[src/rtl/cell_pos_reader_if.sv]
`default_nettype none
// ---------------------------------------------------------------------------
// cell_pos_reader_if
// RAM read port and particle stream bundled for the cell position reader.
// Revision: 1.0
// ---------------------------------------------------------------------------
interface cell_pos_reader_if #(
  parameter int DATA_WIDTH = 96,
  parameter int ADDR_WIDTH = 8
);
  logic [ADDR_WIDTH-1:0] ram_address;
  logic                  ram_rden;
  logic                  ram_wren;
  logic [DATA_WIDTH-1:0] ram_data;
  logic [DATA_WIDTH-1:0] ram_q;
  logic                  out_valid;
  logic                  out_ready;
  logic [DATA_WIDTH-1:0] out_data;
  logic [ADDR_WIDTH-1:0] out_index;
  logic                  out_last;

  modport master (
    output ram_address, ram_rden, ram_wren, ram_data,
    input  ram_q,
    output out_valid, out_data, out_index, out_last,
    input  out_ready
  );

  modport slave (
    input  ram_address, ram_rden, ram_wren, ram_data,
    output ram_q,
    input  out_valid, out_data, out_index, out_last,
    output out_ready
  );
endinterface
`default_nettype wire

[src/rtl/cell_pos_reader.sv]
`default_nettype none
// ---------------------------------------------------------------------------
// cell_pos_reader
// Reads the particle count then streams particles 1..N from a cell RAM.
// Revision: 1.0
// ---------------------------------------------------------------------------
module cell_pos_reader #(
  parameter int DATA_WIDTH   = 96,
  parameter int ADDR_WIDTH   = 8,
  parameter int PARTICLE_NUM = 220,
  parameter int FIFO_DEPTH   = 4
) (
  input  wire logic                  clk,
  input  wire logic                  rst,
  input  wire logic                  start,
  output logic                       busy,
  output logic                       done,
  output logic [ADDR_WIDTH-1:0]      particle_count,
  output logic                       count_clamped,
  cell_pos_reader_if.master          bus
);

  localparam int PTR_W = (FIFO_DEPTH > 1) ? $clog2(FIFO_DEPTH) : 1;
  localparam int CNT_W = $clog2(FIFO_DEPTH + 1);
  localparam int CRD_W = $clog2(FIFO_DEPTH + 4) + 1;
  localparam logic [ADDR_WIDTH-1:0] MAX_COUNT = ADDR_WIDTH'(PARTICLE_NUM - 1);

  typedef enum logic [2:0] {
    S_IDLE     = 3'd0,
    S_CNT_REQ  = 3'd1,
    S_CNT_WAIT = 3'd2,
    S_STREAM   = 3'd3,
    S_DRAIN    = 3'd4,
    S_DONE     = 3'd5
  } state_t;

  state_t                state_q;
  logic                  busy_q;
  logic                  done_q;
  logic                  clamped_q;
  logic [ADDR_WIDTH-1:0] count_q;
  logic [ADDR_WIDTH-1:0] ptr_q;
  logic [ADDR_WIDTH-1:0] addr_q;
  logic                  rden_q;

  logic                  s1_vld_q;
  logic                  s2_vld_q;
  logic [ADDR_WIDTH-1:0] s1_idx_q;
  logic [ADDR_WIDTH-1:0] s2_idx_q;

  logic [DATA_WIDTH-1:0] fifo_data_q [FIFO_DEPTH];
  logic [ADDR_WIDTH-1:0] fifo_idx_q  [FIFO_DEPTH];
  logic [PTR_W-1:0]      wr_ptr_q;
  logic [PTR_W-1:0]      rd_ptr_q;
  logic [CNT_W-1:0]      fifo_cnt_q;
  logic [CNT_W-1:0]      fifo_cnt_d;

  logic                  push;
  logic                  pop;
  logic [CRD_W-1:0]      committed;
  logic                  can_issue;
  logic [ADDR_WIDTH-1:0] raw_count;
  logic                  over;
  logic [ADDR_WIDTH-1:0] clamped_count;

  function automatic logic [PTR_W-1:0] ptr_inc(input logic [PTR_W-1:0] p);
    return (p == PTR_W'(FIFO_DEPTH - 1)) ? '0 : p + PTR_W'(1);
  endfunction

  // Address 0 is the count read; its return is consumed by the FSM, not the FIFO.
  assign push = s2_vld_q && (s2_idx_q != '0);
  assign pop  = (fifo_cnt_q != '0) && bus.out_ready;

  // Every read already issued will land in the FIFO, so it is charged as occupied.
  assign committed = CRD_W'(fifo_cnt_q) + CRD_W'(rden_q) + CRD_W'(s1_vld_q)
                   + CRD_W'(s2_vld_q) - CRD_W'(pop);
  assign can_issue = committed < CRD_W'(FIFO_DEPTH);

  assign raw_count     = bus.ram_q[ADDR_WIDTH-1:0];
  assign over          = raw_count > MAX_COUNT;
  assign clamped_count = over ? MAX_COUNT : raw_count;

  always_comb begin
    fifo_cnt_d = fifo_cnt_q;
    if (push && !pop) begin
      fifo_cnt_d = fifo_cnt_q + CNT_W'(1);
    end else if (!push && pop) begin
      fifo_cnt_d = fifo_cnt_q - CNT_W'(1);
    end
  end

  always_ff @(posedge clk) begin
    if (rst) begin
      s1_vld_q <= 1'b0;
      s2_vld_q <= 1'b0;
      s1_idx_q <= '0;
      s2_idx_q <= '0;
    end else begin
      s1_vld_q <= rden_q;
      s1_idx_q <= addr_q;
      s2_vld_q <= s1_vld_q;
      s2_idx_q <= s1_idx_q;
    end
  end

  always_ff @(posedge clk) begin
    if (rst) begin
      wr_ptr_q   <= '0;
      rd_ptr_q   <= '0;
      fifo_cnt_q <= '0;
    end else begin
      if (push) begin
        fifo_data_q[wr_ptr_q] <= bus.ram_q;
        fifo_idx_q[wr_ptr_q]  <= s2_idx_q;
        wr_ptr_q              <= ptr_inc(wr_ptr_q);
      end
      if (pop) begin
        rd_ptr_q <= ptr_inc(rd_ptr_q);
      end
      fifo_cnt_q <= fifo_cnt_d;
    end
  end

  always_ff @(posedge clk) begin
    if (rst) begin
      state_q   <= S_IDLE;
      busy_q    <= 1'b0;
      done_q    <= 1'b0;
      clamped_q <= 1'b0;
      count_q   <= '0;
      ptr_q     <= '0;
      addr_q    <= '0;
      rden_q    <= 1'b0;
    end else begin
      rden_q <= 1'b0;
      done_q <= 1'b0;
      case (state_q)
        S_IDLE: begin
          if (start) begin
            state_q   <= S_CNT_REQ;
            busy_q    <= 1'b1;
            clamped_q <= 1'b0;
            addr_q    <= '0;
            rden_q    <= 1'b1;
          end
        end
        S_CNT_REQ: begin
          state_q <= S_CNT_WAIT;
        end
        S_CNT_WAIT: begin
          if (s2_vld_q) begin
            count_q   <= clamped_count;
            clamped_q <= over;
            if (clamped_count == '0) begin
              state_q <= S_DONE;
              done_q  <= 1'b1;
              busy_q  <= 1'b0;
            end else begin
              state_q <= (clamped_count == ADDR_WIDTH'(1)) ? S_DRAIN : S_STREAM;
              rden_q  <= 1'b1;
              addr_q  <= ADDR_WIDTH'(1);
              ptr_q   <= ADDR_WIDTH'(2);
            end
          end
        end
        S_STREAM: begin
          if (can_issue) begin
            rden_q <= 1'b1;
            addr_q <= ptr_q;
            ptr_q  <= ptr_q + ADDR_WIDTH'(1);
            if (ptr_q == count_q) begin
              state_q <= S_DRAIN;
            end
          end
        end
        S_DRAIN: begin
          // Finish on the cycle the last word leaves so done follows the final transfer.
          if ((fifo_cnt_d == '0) && !rden_q && !s1_vld_q && !s2_vld_q) begin
            state_q <= S_DONE;
            done_q  <= 1'b1;
            busy_q  <= 1'b0;
          end
        end
        S_DONE: begin
          state_q <= S_IDLE;
        end
        default: begin
          state_q <= S_IDLE;
        end
      endcase
    end
  end

  assign busy           = busy_q;
  assign done           = done_q;
  assign particle_count = count_q;
  assign count_clamped  = clamped_q;

  assign bus.ram_address = addr_q;
  assign bus.ram_rden    = rden_q;
  assign bus.ram_wren    = 1'b0;
  assign bus.ram_data    = '0;

  assign bus.out_valid = (fifo_cnt_q != '0);
  assign bus.out_data  = fifo_data_q[rd_ptr_q];
  assign bus.out_index = fifo_idx_q[rd_ptr_q];
  assign bus.out_last  = bus.out_valid && (fifo_idx_q[rd_ptr_q] == count_q);

endmodule
`default_nettype wire

[src/flat_wrapper.sv]
// flat-port wrapper written by rule: the top's interface ports become plain ports
module cell_pos_reader_flat 
#(
  parameter int DATA_WIDTH   = 96,
  parameter int ADDR_WIDTH   = 8,
  parameter int PARTICLE_NUM = 220,
  parameter int FIFO_DEPTH   = 4
)
  (clk, rst, start, busy, done, particle_count, count_clamped, bus_ram_address, bus_ram_rden, bus_ram_wren, bus_ram_data, bus_ram_q, bus_out_valid, bus_out_data, bus_out_index, bus_out_last, bus_out_ready);
  cell_pos_reader_if #(.DATA_WIDTH(DATA_WIDTH), .ADDR_WIDTH(ADDR_WIDTH)) bus_i ();
  input  wire logic clk;
  input  wire logic rst;
  input  wire logic start;
  output logic busy;
  output logic done;
  output logic [ADDR_WIDTH-1:0] particle_count;
  output logic count_clamped;
  output wire logic [$bits(bus_i.ram_address)-1:0] bus_ram_address;
  output wire logic [$bits(bus_i.ram_rden)-1:0] bus_ram_rden;
  output wire logic [$bits(bus_i.ram_wren)-1:0] bus_ram_wren;
  output wire logic [$bits(bus_i.ram_data)-1:0] bus_ram_data;
  input wire logic [$bits(bus_i.ram_q)-1:0] bus_ram_q;
  output wire logic [$bits(bus_i.out_valid)-1:0] bus_out_valid;
  output wire logic [$bits(bus_i.out_data)-1:0] bus_out_data;
  output wire logic [$bits(bus_i.out_index)-1:0] bus_out_index;
  output wire logic [$bits(bus_i.out_last)-1:0] bus_out_last;
  input wire logic [$bits(bus_i.out_ready)-1:0] bus_out_ready;
  assign bus_ram_address = bus_i.ram_address;
  assign bus_ram_rden = bus_i.ram_rden;
  assign bus_ram_wren = bus_i.ram_wren;
  assign bus_ram_data = bus_i.ram_data;
  assign bus_i.ram_q = bus_ram_q;
  assign bus_out_valid = bus_i.out_valid;
  assign bus_out_data = bus_i.out_data;
  assign bus_out_index = bus_i.out_index;
  assign bus_out_last = bus_i.out_last;
  assign bus_i.out_ready = bus_out_ready;
  cell_pos_reader #(.DATA_WIDTH(DATA_WIDTH), .ADDR_WIDTH(ADDR_WIDTH), .PARTICLE_NUM(PARTICLE_NUM), .FIFO_DEPTH(FIFO_DEPTH)) u_core (.clk(clk), .rst(rst), .start(start), .busy(busy), .done(done), .particle_count(particle_count), .count_clamped(count_clamped), .bus(bus_i));
endmodule
[config.mk]
export PLATFORM = sky130hd
export DESIGN_NAME = cell_pos_reader_flat
export DESIGN_NICKNAME = d
export VERILOG_FILES = /design/src/rtl/cell_pos_reader_if.sv /design/src/rtl/cell_pos_reader.sv /design/src/flat_wrapper.sv
export SDC_FILE = /design/constraint.sdc
export NUM_CORES = 1
export LEC_CHECK = 0
export CAP_MARGIN = 10
export CORE_MARGIN = 8
export CORE_UTILIZATION = 25
export DETAILED_ROUTE_END_ITERATION = 10
export PLACE_DENSITY = 0.42
export SLEW_MARGIN = 10
export SYNTH_ARGS = -nofsm -noshare
export SYNTH_HDL_FRONTEND = slang
export SYNTH_SLANG_ARGS = --single-unit
[constraint.sdc]
create_clock -name clk -period 4 [get_ports clk]
set_input_delay 0.8 -clock clk [delete_from_list [all_inputs] [get_ports clk]]
set_output_delay 0.8 -clock clk [all_outputs]
set_load 0.01 [all_outputs]
; ---- After elaboration in Yosys (flattened, before gate mapping)
; Memory sizes are Yosys's and may differ from the RTL's. A register that Yosys moved wholly into a read port is not among the register bits.
; Cells that the tools add are included.
[totals]
regBits = 56
ram_bits = 416
wordCells = 118
mem_count = 2
[classes]
addsub = 9
magnitude_cmp = 2
eq_ne = 16
muxes = 46
n_reduce_logical = 28
[memory_table]
columns = memory, depth, word_bits, rd, rd_ports_with_merged_regs, write_ports, line_no
row1 = u_core.fifo_data_q, 4, 96, 1, 1, 1, cell_pos_reader.sv:51  ; logic [DATA_WIDTH-1:0] fifo_data_q [FIFO_DEPTH];
row2 = u_core.fifo_idx_q, 4, 8, 1, 1, 1, cell_pos_reader.sv:52  ; logic [ADDR_WIDTH-1:0] fifo_idx_q [FIFO_DEPTH];
[ops]
columns = cell, count
row1 = $mux W8, 8
row2 = $mux W3, 9
row3 = $pmux W8 S3, 1
row4 = $eq A8 B8 Y1, 2
row5 = $mux W1, 16
row6 = $pmux W8 S2, 1
row7 = $pmux W3 S5, 1
row8 = $reduce_and A5 Y1, 3
row9 = $mux W2, 6
row10 = $ne A2 B1 Y1 const B, 5
row11 = $reduce_bool A3 Y1, 3
row12 = $add A4 B1 Y4, 2
row13 = $add A8 B1 Y8 const B, 1
row14 = $eq A8 B1 Y1 const B, 1
row15 = $gt A8 B8 Y1 const B, 1
row16 = $logic_and A1 B1 Y1, 8
row17 = $logic_not A8 Y1, 1
row18 = $reduce_bool A8 Y1, 1
row19 = $eq A3 B2 Y1 const B, 2
row20 = $logic_not A3 Y1, 2
row21 = $pmux W1 S3, 2
row22 = $logic_not A1 Y1, 5
row23 = $add A2 B1 Y2 const B, 2
row24 = $add A3 B1 Y4, 1
row25 = 13 further kinds, 17

; ---- Depth between registers and ports, before layout
[depth]
depth_word = 12
depth_mapped = 16

; ---- Least setup slack after synthesis
; OpenSTA, ideal clock, no wires.
[synth_timing]
path_kind = in2reg
startpoint = input port rst
endpoint = memory u_core.fifo_data_q[0][0] (enable)
setup_ps = 475
arrival_ps = 3581
required_ps = 3525
setup_slack_ps = -56
stages = 3
path_buffers = 1
path_cell_list = clkbuf_1 -> nor2_1 -> and2_1
[synth_via]
elab_chain_cells = 2
[synth_lines]
columns = element, line_no
row1 = "start, declared", flat_wrapper.sv:12  ; input wire logic rst;
row2 = $mux W1, cell_pos_reader.sv:107  ; if (rst) begin
row3 = $mux W1 (implied by the code), cell_pos_reader.sv:113  ; fifo_data_q[wr_ptr_q] <= bus.ram_q;
row4 = "end, declared", cell_pos_reader.sv:51
; Every way passes these cells.

==> metrics.md <==
| Metric | Value |
|---|---|
| Yosys top cell by area | edfxtp_1 |
| Setup TNS Final | 0 ns |
| Bufs on Longest Clock Path | 3 |
| Top cells by area, synth | edfxtp_1 (68%), mux4_2 (13%), dfxtp_1 (6.3%) |
| Min-delay src | u_core.s1_idx_q[2]$_SDFF_PP0_ |
| CTS clk-pin slew, worst paths | 0.06 ns |
| Most frequent cells in the layout | edfxtp_1 (416), clkdlybuf4s50_1 (225), mux4_2 (104), conb_1 (97), clkbuf_16 (57) |
| Slew margin rel. | 25.76% |
| Row count | 99 |
| WHS Path Cells | 1 |
| # hold bufs at CTS | 0 |
| # clock sinks | roughly 470 |
| Crit Path Class | register to output port |
| Setup crit start kind | register |
| Setup slack, reg-to-reg | 0.30 ns |
| Critical Path AT | roughly 3 ns |
| CP Capture Type | output port |
| Post-Syn Instances | 954 |
| Most common cell after layout, fill and taps aside | edfxtp_1 |
| CP max stage delay | 0.62 ns |
| Die Width | 287.8 um |
| GRT Util Overall | 10.62% |
| Initial Util | between 20 and 30% |
| Pin count of the biggest net entering global routing | a little under 80 |
| F_max | 267.8 MHz |
| Total grt overflow | 0 |
| Final wirelength | 45,050 um |
| Clock Skew | 0.02022 ns |
| Met1 Use GR | 13.67% |
| First-pass GRT wire length | 66,440 um |
| Compound-Gate Fraction of Synth Area | 1.687% |
| Leakage Power | 0.007536 uW |
| FF-to-FF End | u_core.bus.ram_address[5]$_SDFFE_PP0P_ |
| Post-synthesis mux area share | around an eighth |
| Htree depth | 2 |
| Port bufs | ~230 |
| Max Slew Vio Count | 0 |
| DIE AREA | 0.08281 mm^2 |
| Post-DP Area | 0.02165 mm^2 |
| Synth top area share | slightly below 70% |
| CP required | 3.20 ns |
| Met3 usage | 2.980% |
| Most used routing layer | met2 |
| Drt pass-1 iters | 5 |
| Detail Placement HPWL | 28,390 um |
| Clock root cell | clkbuf_16 |
| Hold Path Class | register to register |
| Simple-Gate Fraction of Synth Area | about 3.9% |
| Critical path buffer and inverter count | 1 |
| Synthesis-to-layout area growth | 26.57% |
| Cell Pwr Density | roughly 540 mW/mm^2 |
| Fin cells | 2,226 |
| Via count | around 9,200 |
| Io pins | ~320 |
| Fin area | 0.02337 mm^2 |
| CTS tree | built |
| Core area | 0.07308 mm^2 |
| Crit path max-delay family | buffers and inverters |
| Main synth FF type | edfxtp_1 |
| Synth Area per Inst | 19.36 um^2 |
| Nets@finish | 1,336 |
| Gpl congestion | 0.7199 |
| Fin util | 31.98% |
| Worst reg2reg path startpoint | u_core.fifo_cnt_q[0]$_SDFF_PP0_ |
| Initial DRC Count | 523 |
| CTS Buf Count | 54 |
| Total power draw | about 13,000 uW |
| Post-Synth XOR/XNOR Area | 1.321% |
| Share of layout cells above drive strength 1 | 17.51% |
| # Max-Cap Violations | 0 |
| Largest family of logic cells by synthesized area | multiplexers |
| Count of cell types in the netlist | 58 |
| Initial antenna violation count | 4 |
| Clk_lat worst skew | 0.59 ns |
| Worst-margin pin slew | 1.103 ns |
| Residual DRC count | 0 |
| Crit share post-route | just over 90% |
| Peak supply drop | approximately 0.00028 V |
| Met2 GRT Util | 17.55% |
| Vias in the first global route | 9,979 |
| Slowest-stage cell, CP | clkdlybuf4s50_1 |
| DP Cell Count | approximately 2,100 |
| Ys async rst share | 0% |
| WL/cell | between 20 and 25 um |
| R2R cell count | 13 |
| Hold Fails Final Rpt | 0 |
| Die Y | 287.8 um |
| Cell depth of the worst setup path | 5 |
| Post-route ant nets | 0 |
| Number of synthesized register bits | 474 |
| Mapped Area | 0.01847 mm^2 |
| Crit path time final | 3.734 ns |
| Hold Crit Endpoint | u_core.s2_idx_q[2]$_SDFF_PP0_ |
| RSZ-0062 raised after global routing | false |
| Register area share after synthesis | 73.94% |
| Adder-Cell Fraction of Synth Area | 0.9893% |
| Crit path cell chain | mux4_2, xnor2_1, nand3_1, nor4_2, clkdlybuf4s50_1 |
| Number of vias per cell | 4.125 |
| Ys Warns | 0 |
| Status | finished, final reports clean |
| CP max FO | 11 |
| EDFF count, synth | 416 |
| Endpoints failing setup | 0 |
## worst max-delay path by stage
stage	startpoint	to	slack (ns)
after floorplan	u_core.fifo_cnt_q[1]$_SDFF_PP0_	u_core.ptr_q[5]$_SDFFE_PP0P_	0.61
after global placement	bus_out_ready	u_core.bus.ram_address[1]$_SDFFE_PP0P_	-0.12
after detailed placement	bus_out_ready	u_core.bus.ram_address[3]$_SDFFE_PP0P_	-0.18
after CTS	register	bus_out_last	0.09
after global routing	register	bus_out_data[46]	0.03
final	register	bus_out_last	0.27
## metrics by stage
step / hold WS, ns / setup WS (ns)
after floorplan: 0.4138 / 0.6108
after global placement: 0.4207 / -0.1169
after detailed placement: 0.4231 / -0.1779
after CTS: 0.4377 / 0.09205
after global routing: 0.4688 / 0.03143
final: 0.4328 / 0.2655
## report_power, final
part / switching (uW) / total, uW / internal [uW]
Clock: 1930 / 4680 / 2750
Combinational: 1130 / 2420 / 1290
Sequential: 105 / 5530 / 5430
## state kept, by name, summed over array words and instances (netlist names), 2 cells and up, named ones only
name,cells
u_core.particle_count,8
u_core.fifo_cnt_q,3
u_core.s1_idx_q,8
u_core.s2_idx_q,8
u_core.state_q,3
u_core.bus.ram_address,8
u_core.ptr_q,8
u_core.rd_ptr_q,2
u_core.fifo_idx_q,32
u_core.fifo_data_q,384
u_core.wr_ptr_q,2
## logic make-up (layout without fill, tap and decap cells)
family	after synthesis	count (layout)
DFF	474	474
buffers and inverters	152	364
and+or+nand+nor	129	129
muxes	108	108
AOI/OAI and AO/OA	49	49
xor gates and xnor gates	27	27
adders and majority gates	14	14
other	1	102
## per-layer routing
| layer | part of all wire, % | vias to the layer above |
|---|---|---|
| met4 | 2.0 | 2 |
| met3 | 5.8 | 68 |
| li1 | - | 4110 |
| met2 | 49 | 243 |
| met5 | 0.029 | - |
| met1 | 43 | 4759 |
## what timing repair did
| action | 4_1_cts | 5_1_grt |
|---|---|---|
| gates resized for setup | 0 | 1 |
| setup buffers | 0 | 0 |
| endpoints found under the setup margin | 0 | 1 |
## cell type report
| class | instances | area (um^2) |
|---|---|---|
| repair buffers | 247 | 2492 |
| multi-input cells | 424 | 4223 |
| clock inverters | 25 | 175.2 |
| fillers | 7169 | 49710 |
| inverters | 21 | 78.83 |
| diodes | 5 | 12.51 |
| well taps | 959 | 1200 |
| clock buffers | 71 | 1529 |
| flip-flops and latches | 474 | 13660 |
## cells in the mapped netlist, types with 2 or more instances
library cell	instances
mux2i_1	3
or4_1	2
nor2b_1	11
or3_1	4
inv_1	21
buf_4	98
mux4_2	104
nand3b_1	2
nand3_1	12
nand2_1	20
nor3_1	12
xor2_1	11
clkbuf_1	13
nor4_1	5
nor2_1	31
nand2b_1	9
edfxtp_1	416
xnor2_1	15
nand4_1	2
a31oi_1	3
a211oi_1	3
ha_1	13
and2_1	4
buf_1	3
or2_1	2
nor4b_1	2
buf_2	16
a21oi_1	13
dfxtp_1	58
o21ai_0	17
or4_4	2
(Power assumes the default switching activity.)
